[src/rtl/lcm_ctrl.sv]
`default_nettype none
// ============================================================================
//  Module      : lcm_ctrl
//  Description : Least-common-multiple controller. Obtains GCD(A,B) from an
//                external GCD unit over a start/done/error handshake, then
//                computes (A / GCD) * B with a restoring subtract divider and
//                a shift-add multiplier. It offers the same handshake upstream.
//  Revision    : 1.0 - initial release
// ============================================================================
module lcm_ctrl #(
    parameter int W       = 4,
    parameter int TIMEOUT = 64
) (
    input  logic           clk,
    input  logic           rst,
    input  logic           start,
    input  logic [W-1:0]   A_in,
    input  logic [W-1:0]   B_in,
    output logic           done,
    output logic [2*W-1:0] LCM,
    output logic           error,
    output logic           gcd_start,
    output logic [W-1:0]   gcd_a,
    output logic [W-1:0]   gcd_b,
    input  logic           gcd_done,
    input  logic [W-1:0]   gcd_result,
    input  logic           gcd_error
);

    localparam int             CW       = $clog2(TIMEOUT + 1);
    localparam int             IW       = (W > 1) ? $clog2(W) : 1;
    localparam logic [2*W-1:0] ALL_ONES = '1;

    typedef enum logic [2:0] {
        S_IDLE    = 3'd0,
        S_REQ     = 3'd1,
        S_RELEASE = 3'd2,
        S_DIV     = 3'd3,
        S_MUL     = 3'd4,
        S_DONE    = 3'd5
    } state_t;

    state_t          state_q;
    logic [W-1:0]    a_q;
    logic [W-1:0]    b_q;
    logic [W-1:0]    g_q;
    logic [W-1:0]    r_q;
    logic [W-1:0]    quo_q;
    logic [2*W-1:0]  acc_q;
    logic [IW-1:0]   bit_q;
    logic [CW-1:0]   cnt_q;

    logic [CW-1:0]   cnt_d;
    logic [W-1:0]    r_d;
    logic [W-1:0]    quo_d;
    logic [2*W-1:0]  acc_d;
    logic            timeout_d;

    // Datapath next values: timeout count, divider step and multiplier step.
    always_comb begin
        cnt_d     = cnt_q + 1'b1;
        timeout_d = (cnt_d == CW'(TIMEOUT));
        r_d       = r_q - g_q;
        quo_d     = quo_q + 1'b1;
        acc_d     = acc_q;
        if (quo_q[bit_q]) begin
            acc_d = acc_q + ({{W{1'b0}}, b_q} << bit_q);
        end
    end

    // Control FSM with registered handshake and result outputs.
    always_ff @(posedge clk or posedge rst) begin
        if (rst) begin
            state_q   <= S_IDLE;
            a_q       <= '0;
            b_q       <= '0;
            g_q       <= '0;
            r_q       <= '0;
            quo_q     <= '0;
            acc_q     <= '0;
            bit_q     <= '0;
            cnt_q     <= '0;
            done      <= 1'b0;
            error     <= 1'b0;
            LCM       <= '0;
            gcd_start <= 1'b0;
            gcd_a     <= '0;
            gcd_b     <= '0;
        end else begin
            case (state_q)
                S_IDLE: begin
                    done  <= 1'b0;
                    error <= 1'b0;
                    if (start) begin
                        a_q <= A_in;
                        b_q <= B_in;
                        if ((A_in == '0) && (B_in == '0)) begin
                            error   <= 1'b1;
                            LCM     <= ALL_ONES;
                            done    <= 1'b1;
                            state_q <= S_DONE;
                        end else if ((A_in == '0) || (B_in == '0)) begin
                            LCM     <= '0;
                            done    <= 1'b1;
                            state_q <= S_DONE;
                        end else if (!gcd_done) begin
                            // Never raise a request while the GCD unit is
                            // still showing a previous completion.
                            gcd_a     <= A_in;
                            gcd_b     <= B_in;
                            gcd_start <= 1'b1;
                            cnt_q     <= '0;
                            state_q   <= S_REQ;
                        end
                    end
                end

                S_REQ: begin
                    if (gcd_done) begin
                        g_q       <= gcd_result;
                        gcd_start <= 1'b0;
                        if (gcd_error || (gcd_result == '0)) begin
                            error   <= 1'b1;
                            LCM     <= ALL_ONES;
                            done    <= 1'b1;
                            state_q <= S_DONE;
                        end else begin
                            state_q <= S_RELEASE;
                        end
                    end else if (timeout_d) begin
                        gcd_start <= 1'b0;
                        error     <= 1'b1;
                        LCM       <= ALL_ONES;
                        done      <= 1'b1;
                        state_q   <= S_DONE;
                    end else begin
                        cnt_q <= cnt_d;
                    end
                end

                S_RELEASE: begin
                    if (!gcd_done) begin
                        r_q     <= a_q;
                        quo_q   <= '0;
                        state_q <= S_DIV;
                    end else if (timeout_d) begin
                        error   <= 1'b1;
                        LCM     <= ALL_ONES;
                        done    <= 1'b1;
                        state_q <= S_DONE;
                    end else begin
                        cnt_q <= cnt_d;
                    end
                end

                S_DIV: begin
                    // GCD divides A exactly, so the remainder ends at zero.
                    if (r_q >= g_q) begin
                        r_q   <= r_d;
                        quo_q <= quo_d;
                    end else begin
                        acc_q   <= '0;
                        bit_q   <= '0;
                        state_q <= S_MUL;
                    end
                end

                S_MUL: begin
                    acc_q <= acc_d;
                    if (bit_q == IW'(W - 1)) begin
                        LCM     <= acc_d;
                        done    <= 1'b1;
                        error   <= 1'b0;
                        state_q <= S_DONE;
                    end else begin
                        bit_q <= bit_q + 1'b1;
                    end
                end

                S_DONE: begin
                    // Result is held until the requester drops start.
                    if (!start) begin
                        state_q <= S_IDLE;
                    end
                end

                default: begin
                    state_q <= S_IDLE;
                end
            endcase
        end
    end

endmodule
`default_nettype wire
[config.mk]
export PLATFORM = sky130hd
export DESIGN_NAME = lcm_ctrl
export DESIGN_NICKNAME = d
export VERILOG_FILES = /design/src/rtl/lcm_ctrl.sv
export SDC_FILE = /design/constraint.sdc
export NUM_CORES = 1
export LEC_CHECK = 0
export CAP_MARGIN = 10
export CORE_MARGIN = 3
export CORE_UTILIZATION = 60
export CTS_CLUSTER_SIZE = 12
export DETAILED_ROUTE_END_ITERATION = 7
export PLACE_DENSITY = 0.84
export SETUP_SLACK_MARGIN = 0.1
export SLEW_MARGIN = 20
export SYNTH_ARGS = -nofsm -noshare
export SYNTH_HDL_FRONTEND = slang
export SYNTH_SLANG_ARGS = --single-unit
[constraint.sdc]
create_clock -name clk -period 3.99 [get_ports clk]
set_clock_uncertainty 0.05 [all_clocks]
set_input_delay 0.798 -clock clk [delete_from_list [all_inputs] [get_ports clk]]
set_output_delay 0.798 -clock clk [all_outputs]
set_load 0.01 [all_outputs]
==> results of run 1 <==
==> worst paths after layout <==
path | slack, ns | cells after the start | to | startpoint
max | 0.94 | 7 | LCM[5] | A_in[3]
min | 0.44 | 1 | gcd_start | gcd_start
max in group asynchronous | 2.33 | 3 | cnt_q[5] | rst
min reg2reg | 0.44 | 1 | gcd_start | gcd_start
min in group asynchronous | 0.87 | 2 | error | rst
max reg2reg | 1.12 | 10 | LCM[7] | bit_q[1]
==> through the flow <==
step / area [µm²] / cells / utilization
6_report: 4140 / 463 / 0.738
5_1_grt: 4140 / 463 / 0.738
4_1_cts: 4140 / 463 / 0.738
3_5_place_dp: 3930 / 447 / 0.701
3_3_place_gp: 3930 / 447 / 0.701
2_1_floorplan: 3540 / 350 / -
==> cell families (layout without fill, tap and decap cells) <==
logic type                 after synthesis  count (layout)  synth area share
muxes                                   34              34             0.109
adders and majority gates               16              16            0.0608
AOI/OAI and AO/OA                       98              98             0.197
and+or+nand+nor                        115             115             0.172
DFF                                     59              59             0.417
xor gates and xnor gates                 6               6            0.0148
buffers and inverters                   22              63            0.0290
==> layer usage <==
metal	global-route usage	part of all wire
met5	0	0
met3	0.0486	0.057
met4	0.103	0.012
met2	0.380	0.49
met1	0.326	0.44
==> worst max-delay path, stage by stage <==
cell	delay (ns)
clkdlybuf4s50_1	0.47
nor4_1	0.43
o21ai_0	0.23
a22oi_2	0.46
nand4_2	0.33
o31a_1	0.38
a2bb2oi_2	0.13
==> cells in the final DEF (no fill, tap or decap), drive strengths merged, types with 7 or more instances in the layout <==
cell / Yosys / routed
dfrtp: 59 / 59
clkdlybuf4s50: 0 / 35
nand2: 31 / 31
nor2: 30 / 30
mux2: 24 / 24
o21ai: 23 / 23
a21o: 17 / 17
nand3: 16 / 16
a21oi: 15 / 15
ha: 14 / 14
inv: 10 / 10
clkbuf: 2 / 10
mux2i: 9 / 9
a211o: 7 / 7
nor3: 7 / 7
==> power groups by stage <==
stage / sequential, µW / clock, µW / combinational [µW]
CTS: 1130 / 590 / 1790
global placement: 1130 / 0 / 1700
finish: 1130 / 580 / 1790
detailed placement: 1140 / 0 / 1770
global route: 1170 / 611 / 1970
floorplan: 1060 / 0 / 1340
==> layout make-up <==
cell class,count,area share
multi-input combinational,269,0.474
clock inverter,6,0.0193
sequential,59,0.357
timing repair buffer,37,0.0882
tap,72,0.0218
clock buffer,10,0.0308
inverter,10,0.00907
==> impl_results.md, run 1 <==
- Top_reg_cell synth: dfrtp_1
- Die Y: 82.8 µm
- Clock Sinks: roughly 60
- P_int: 2090 µW
- # IOs: 36
- Leakage: 0.00190 µW
- Kind of critical path: in -> reg
- Top cell type's share of synthesized area: 0.417
- Post-synth EDFFs: 0
- Unrepaired setup endpoints after global routing: false
- ANT nets after route: 0
- Synth Warn #: 0
- Vias in the first global route: 2822
- Clock Power Share: 0.166
- Layout cell share with drive strength beyond 1: 0.151
- Drt initial violations: around 180
- CP Capture Type: flip-flop
- CP required: 4.17 ns
- GRT Total Usage: 0.241
- Setup slack after layout: approximately 0.94 ns
- Cell Pwr Density: ~850 nW/µm²
- Nets: 419
- Logic pwr share: 0.511
- Post-DP HPWL: 5.93 mm
- Most frequent cells after synthesis: 59 x dfrtp_1, 30 x nand2_1, 30 x nor2_1
- Crit Path Max Fanout: 11
- Largest net degree at the start of global routing: 38
- Footprint of the multi-input gates: 1960 µm²
- Total gr overflow: 0
- Max_cap viols: 0
- CTS resizes: 0
- Initial cell density of the core: 0.632
- Routed WL: 8.04 mm
- Status: complete, no violations
- Hold buffers post-CTS: 0
- Vias: 2895
- CP Launch Type: input pin
- NetSw: 1410 µW
- First-pass GRT wire length: between 10 and 15 mm
- Asr flop ratio synth: 1.00
- Max-slew headroom: 0.489
- CTS clk-pin slew, worst paths: roughly 0.070 ns
- Die W: about 83 µm
- Switching Fraction: 0.403
- Drc violations: 0
- Routed WL per cell: 17.4 µm
- PortBufs: 35
- Crit share post-route: 0.765
- Minimum clock period after layout: approximately 3.1 ns
- Regs by FF count: LCM: 8 flops, acc_q: 8 flops, cnt_q: 7 flops
- Post-Syn Area per Cell: 10.1 µm²
- Number of H-tree levels: 3
- DR pass1 iterations: 4
- Reg power frac: 0.323
- GP Congestion: 0.877
- Min Hold Slack: ~0.44 ns
- Initial antenna violation count: 0
- Worst hold path type: reg -> reg
- Sequential share of the synthesized area: 0.417
- Least-Margin Pin Slew: approximately 0.77 ns
- Post-DR vias/cell: about 6.3
- Post CTS Setup Buffer Count: 0
- TritonCTS buffer count: 9
- Worst skew pair latency: 0.34 ns
- Synth Instances: between 300 and 400
- Syn nets: ~380
- Cell taking the most area after synthesis: dfrtp_1
- CP arrival: roughly 3.2 ns
- Most used standard cell by instance count after synthesis: dfrtp_1
- Clock Root Buffer: clkbuf_8
- CTS tree: built
- Die area: around 7000 µm²
- Setup TNS: 0 ns
- Worst vdd ir: 0.000507 V
- Setup violators final: 0
- Overall power: between 3000 and 4000 µW
- Final hold vios: 0
- Final Max Tran Viols: 0
- Row Count: 27
- Area growth from synthesis to layout: 16.9%
- Largest cells by area after synthesis: dfrtp_1 42%, mux2_2 7.6%, ha_1 4.9%
- Synth cell types: 60
- Pre-CTS WS: 0.585 ns
- Fillers: 418
- Clk buf depth: 2
- Yosys reg bits: roughly 60
- Reg area: 1480 µm²
- Antenna Diode Count: 0
- Mapped Area: 3540 µm²
- Core area: 5610 µm²
- Fmax: 328 MHz
No activity file was read; power rests on OpenSTA's default activity.
==> inputs of run 2 (changes only) <==
--- a/config.mk
+++ b/config.mk
@@ -7,10 +7,10 @@
 export LEC_CHECK = 0
 export CAP_MARGIN = 10
 export CORE_MARGIN = 3
-export CORE_UTILIZATION = 60
+export CORE_UTILIZATION = 57
 export CTS_CLUSTER_SIZE = 12
 export DETAILED_ROUTE_END_ITERATION = 7
-export PLACE_DENSITY = 0.84
+export PLACE_DENSITY = 0.8
 export SETUP_SLACK_MARGIN = 0.1
 export SLEW_MARGIN = 20
 export SYNTH_ARGS = -nofsm -noshare
==> constraint.sdc (replaced) <==
create_clock -name clk -period 3.15 [get_ports clk]
set_clock_uncertainty 0.05 [all_clocks]
set_input_delay 0.63 -clock clk [delete_from_list [all_inputs] [get_ports clk]]
set_output_delay 0.63 -clock clk [all_outputs]
set_load 0.01 [all_outputs]
==> run 2 against run 1 <==
First-iteration DRC count fell by 15%; critical path type is now reg -> reg; non-clock buffer count rose by 2; largest cell class unchanged; combinational power rose by 28%; utilization fell by 3.2 points.
==> impl_results.md, run 2 (same netlist as run 1, synthesis figures left out) <==
- Status: complete, no violations
- Nets: 421 (+0.48%)
- Worst Setup SP: bit_q[1]
- Most frequent cells in the layout: 59 x dfrtp_1, 35 x clkdlybuf4s50_1, 30 x nand2_1, 30 x nor2_1, 24 x mux2_2
- Overall power: 4540 µW (+30%)
- GRT Total Usage: 0.234 (-0.00691)
- Final hold vios: 0 (unchanged)
- Cell Pwr Density: 1080 nW/µm² (+28%)
- Post-DP HPWL: 5.88 mm (-0.77%)
- Worst Reg-to-Reg Cells: 10 (unchanged)
- Crit Path Max Fanout: 11 (unchanged)
- Design area: 4210 µm² (+1.6%)
- Clk buf depth: 2 (unchanged)
- Row Count: 28 (+3.7%)
- Drt initial violations: 155 (-15%)
- First-pass GRT wire length: 13.4 mm (-0.51%)
- GP Congestion: 0.910 (+3.8%)
- Minimum clock period after layout: approximately 2.8 ns
- Max-slew headroom: 0.509 (+0.0195)
- Die Y: 84.8 µm (+2.4%)
- # IOs: 36 (unchanged)
- CTS clk-pin slew, worst paths: 0.07 ns (about the same)
- Placed cell area: 3960 µm² (+0.80%)
- Routed WL: 7.84 mm (-2.5%)
- Reg2Reg Launch Point: bit_q[1]
- Regs by FF count: LCM: 8 flops, acc_q: 8 flops, cnt_q: 7 flops
- Least-Margin Pin Slew: 0.737 ns (-0.0281 ns)
- Fmax: 361 MHz
- TritonCTS buffer count: 9 (unchanged)
- CTS resizes: 0 (unchanged)
- Vias: 2878 (-0.59%)
- Setup violators final: 0 (unchanged)
- Post-DR vias/cell: 6.15 (-1.6%)
- PortBufs: 35 (unchanged)
- Crit share post-route: 0.881
- RR Endpoint: LCM[7]
- Kind of critical path: reg -> reg
- Routed WL per cell: 16.8 µm (-3.5%)
- Initial antenna violation count: 0 (unchanged)
- CP Capture Type: flip-flop
- Critical Path End: LCM[7]
- Drc violations: 0 (unchanged)
- Clock Sinks: 59 (unchanged)
- CP required: 3.32 ns (-0.85 ns)
- Hold buffers post-CTS: 0 (unchanged)
- Flop2flop setup slack: 0.38 ns (-0.74 ns)
- Largest net degree at the start of global routing: 38 (unchanged)
- Total gr overflow: 0 (unchanged)
- CP arrival: 2.94 ns (-0.29 ns)
- ANT nets after route: 0 (unchanged)
- Leakage: 0.00193 µW (+1.5%)
- Post CTS Setup Buffer Count: 0 (unchanged)
- Initial cell density of the core: 0.595 (-0.0369)
- Die W: 84.8 µm (+2.4%)
- Clock Root Buffer: clkbuf_8
- Worst hold path type: reg -> reg
- CP Launch Type: flip-flop
- DR pass1 iterations: 5 (+1)
- Worst vdd ir: 0.000730 V (+44%)
- Unrepaired setup endpoints after global routing: false
- Most common cell after layout, fill and taps aside: dfrtp_1
- Layout cell share with drive strength beyond 1: 0.155 (+0.00432)
- CTS tree: built
- Worst skew pair latency: 0.34 ns (about the same)
- Die area: 7200 µm² (+4.9%)
- Vias in the first global route: 2811 (-0.39%)
- Final Max Tran Viols: 0 (unchanged)
- Number of H-tree levels: 3 (unchanged)
- Core area: 5960 µm² (+6.2%)
- Antenna Diode Count: 0 (unchanged)
- Max_cap viols: 0 (unchanged)
- Hold depth: 1 (unchanged)
- Area growth from synthesis to layout: 18.7%
- Setup TNS: 0 ns (unchanged)
[run 2: metal layers]
layer | share of wire | up-vias | global-route usage
li1 | - | 1368 | -
met1 | 0.45 | 1430 | 0.319
met2 | 0.48 | 67 | 0.372
met3 | 0.049 | 13 | 0.0563
met4 | 0.016 | 0 | 0.0777
met5 | 0 | - | 0
[run 2: metrics by stage]
step / utilization / instances / hold WS, ns / worst slack [ns]
6_report: 0.706 / 468 / 0.447 / 0.376
5_1_grt: 0.706 / 468 / 0.465 / 0.189
4_1_cts: 0.706 / 468 / 0.449 / 0.397
3_5_place_dp: 0.666 / 452 / 0.429 / 0.269
3_3_place_gp: 0.666 / 452 / 0.429 / 0.369
2_1_floorplan: - / 350 / 0.420 / 0.501
[run 2: final cells by class]
cell class	instances	area, µm²
Clock inverter	5	100
Inverter	10	37.5
Multi-Input combinational cell	269	1960
Fill cell	459	1750
Timing Repair Buffer	39	393
Clock buffer	11	141
Sequential cell	59	1480
Tap cell	75	93.8
[run 2: power by group]
| part | internal [µW] | total, µW | switching (µW) |
|---|---|---|---|
| sequential | 1090 | 1410 | 327 |
| clock | 545 | 841 | 296 |
| combinational | 1140 | 2290 | 1140 |
| total | 2780 | 4540 | 1770 |
[run 2: worst min-delay path by stage]
stage | from | to | slack [ns]
after floorplan | acc_q[7] | acc_q[7] | 0.42
after global placement | acc_q[7] | acc_q[7] | 0.43
after detailed placement | gcd_start | gcd_start | 0.43
after CTS | acc_q[7] | acc_q[7] | 0.45
after global routing | gcd_b[1] | gcd_b[1] | 0.46
final | LCM[2] | LCM[2] | 0.45
[run 2: worst max-delay path: stages (launching register included)]
cell and delay, ns:
dfrtp_1 0.53, mux2_2 0.39, nor2_1 0.08, a21oi_1 0.05, ha_1 0.34, o21a_1 0.14
a211o_1 0.31, o21bai_1 0.18, xor2_1 0.22, nor2_1 0.08, o311a_1 0.29
==> inputs of run 3 (changes only) <==
--- a/config.mk
+++ b/config.mk
@@ -6,7 +6,7 @@
 export NUM_CORES = 1
 export LEC_CHECK = 0
 export CAP_MARGIN = 10
-export CORE_MARGIN = 3
+export CORE_MARGIN = 2
 export CORE_UTILIZATION = 57
 export CTS_CLUSTER_SIZE = 12
 export DETAILED_ROUTE_END_ITERATION = 7
==> constraint.sdc (replaced) <==
create_clock -name clk -period 2.9 [get_ports clk]
set_clock_uncertainty 0.05 [all_clocks]
set_input_delay 0.58 -clock clk [delete_from_list [all_inputs] [get_ports clk]]
set_output_delay 0.58 -clock clk [all_outputs]
set_load 0.01 [all_outputs]
==> run 3 against run 2 <==
Clock power shrank 4.5%; cell count is 0.85% higher; global-route usage increased by 3.0 points; register-to-register slack got worse by 0.19 ns; critical path depth unchanged; non-clock buffer count increased by 4; sequential cell count is the same; setup slack worse by 0.19 ns; worst hold slack lost 0.0051 ns; utilization increased by 0.11 points.
==> impl_results.md, run 3 (same netlist as run 1, synthesis figures left out) <==
- Drc violations: 0 (unchanged)
- Total gr overflow: 0 (unchanged)
- Most used cell, CP: nor2_1
- Crit share post-route: 0.937 (+0.0561)
- # IOs: 36 (unchanged)
- CP arrival: 2.90 ns (-0.04 ns)
- Area growth from synthesis to layout: 18.9%
- DR pass1 iterations: 5 (unchanged)
- Antenna Diode Count: 0 (unchanged)
- Leakage: 0.00193 µW (-0.24%)
- Largest net degree at the start of global routing: 34 (-11%)
- Setup TNS: 0 ns (unchanged)
- Worst Setup SP: bit_q[1]
- Routed WL per cell: 18.0 µm (+7.7%)
- Clock Sinks: 59 (unchanged)
- Max-slew headroom: 0.511 (+0.00241)
- Worst vdd ir: 0.000761 V (+4.3%)
- Final Max Tran Viols: 0 (unchanged)
- Max_cap viols: 0 (unchanged)
- PortBufs: 35 (unchanged)
- Overall power: 4940 µW (+8.8%)
- Buffer and inverter count on the worst path: 0 (unchanged)
- Drt initial violations: 259 (+67%)
- Kind of critical path: reg -> reg
- TritonCTS buffer count: 9 (unchanged)
- Nets: 425 (+0.95%)
- Post-DP HPWL: 6.20 mm (+5.5%)
- Worst hold path type: reg -> reg
- Status: complete, no violations
- Die area: 6860 µm² (-4.7%)
- Clock Root Buffer: clkbuf_8
- Die Y: 82.8 µm (-2.4%)
- CP Launch Type: flip-flop
- Layout cell share with drive strength beyond 1: 0.171 (+0.0161)
- Least-Margin Pin Slew: 0.734 ns (-0.00362 ns)
- First-pass GRT wire length: 14.6 mm (+9.1%)
- Reg area: 1480 µm² (about the same)
- Clk buf depth: 2 (unchanged)
- Unrepaired setup endpoints after global routing: false
- Regs by FF count: LCM: 8 flops, acc_q: 8 flops, cnt_q: 7 flops
- Hold buffers post-CTS: 0 (unchanged)
- Worst Reg-to-Reg Cells: 10 (unchanged)
- CP max-delay cell: dfrtp_2
- Post-DR vias/cell: 6.20 (+0.81%)
- CTS tree: built
- Routed WL: 8.51 mm (+8.6%)
- CTS clk-pin slew, worst paths: 0.07 ns (about the same)
- Setup violators final: 0 (unchanged)
- Critical Path End: LCM[7]
- Vias in the first global route: 3085 (+9.7%)
- Worst skew pair latency: 0.35 ns (about the same)
- Worst path top cell family by delay: compound AO/OA/AOI/OAI gates
- Fillers: 450 (-2.0%)
- GRT Total Usage: 0.264 (+0.0295)
- Number of H-tree levels: 3 (unchanged)
- Core Util, Final: 0.707 (+0.00105)
- HP Start: gcd_start
- Flop2flop setup slack: 0.18 ns (-0.19 ns)
- ANT nets after route: 0 (unchanged)
- Initial cell density of the core: 0.595 (unchanged)
- Worst-path cell chain: mux2_2 -> nor2_1 -> a21oi_1 -> ha_1 -> o21a_1 -> a211o_1 -> o21bai_2 -> xor2_1 -> nor2_1 -> o311a_1
- Core area: 5960 µm² (unchanged)
- Cell Pwr Density: 1170 nW/µm² (+8.6%)
- Die W: 82.8 µm (-2.4%)
- Crit-path max cell delay: 0.42 ns (-0.11 ns)
- Footprint of the multi-input gates: 1970 µm² (+0.19%)
- Row Count: 28 (unchanged)
- Stages on worst setup path: 10 (unchanged)
- Final hold vios: 0 (unchanged)
- Minimum clock period after layout: 2.72 ns (-0.0575 ns)
- Crit Path Max Fanout: 6 (-5)
- Initial antenna violation count: 0 (unchanged)
- Most frequent cells in the layout: 58 x dfrtp_1, 35 x clkdlybuf4s50_1, 30 x nand2_1, 30 x nor2_1, 24 x mux2_2
- Reg2Reg Launch Point: bit_q[1]
- CP required: 3.08 ns (-0.24 ns)
- Most common cell after layout, fill and taps aside: dfrtp_1
- RR Endpoint: LCM[7]
- Vias: 2926 (+1.7%)
- GP Congestion: 0.984 (+8.2%)
- CP Capture Type: flip-flop
- Fmax: 368 MHz (+2.1%)
## run 3: cell count changes in the layout (fill, tap and decap cells not counted), sizes merged
cell,delta
buf,+4
bufinv,-2
clkbuf,+1
clkinvlp,+1
## run 3: area by class of cell
cell class / count / area share
clock inverters: 4 / 0.0113
clock buffers: 12 / 0.0392
inverters: 10 / 0.00891
multi-input cells: 269 / 0.467
flip-flops and latches: 59 / 0.351
repair buffers: 43 / 0.100
well taps: 75 / 0.0223
## run 3: worst min-delay path by stage
stage,endpoint,slack (ns),cells after the start
2_1_floorplan,acc_q[7],0.42,1
3_3_place_gp,gcd_start,0.42,1
3_5_place_dp,gcd_start,0.42,1
4_1_cts,gcd_start,0.44,1
5_1_grt,gcd_start,0.47,1
6_report,gcd_start,0.44,1
## run 3: metrics by stage
stage | hold WS (ns) | cells | setup slack [ns] | area [µm²]
CTS | 0.439 | 472 | 0.109 | 4210
global placement | 0.418 | 456 | 0.177 | 3990
finish | 0.442 | 472 | 0.184 | 4210
detailed placement | 0.416 | 456 | 0.0897 | 3990
global route | 0.468 | 472 | 0.101 | 4210
floorplan | 0.420 | 350 | 0.251 | 3540
## run 3: timing repair
item / in CTS / in global routing
buffers inserted: 0 / 0
setup endpoints to repair: 0 / 1
resized for setup: 0 / 2
## run 3: where the power goes
group	internal (µW)	total [µW]	switching (µW)
sequential	1180	1530	351
combinational	1280	2600	1320
clock	464	803	339
total	2930	4940	2010
## run 3: metal layers
metal / routed length (µm) / vias to the layer above / GRT usage
met1: 3680 / 1433 / 0.336
met3: 382 / 21 / 0.0537
met4: 183 / 0 / 0.0939
met2: 4270 / 92 / 0.447
li1: - / 1380 / -
met5: 0 / - / 0
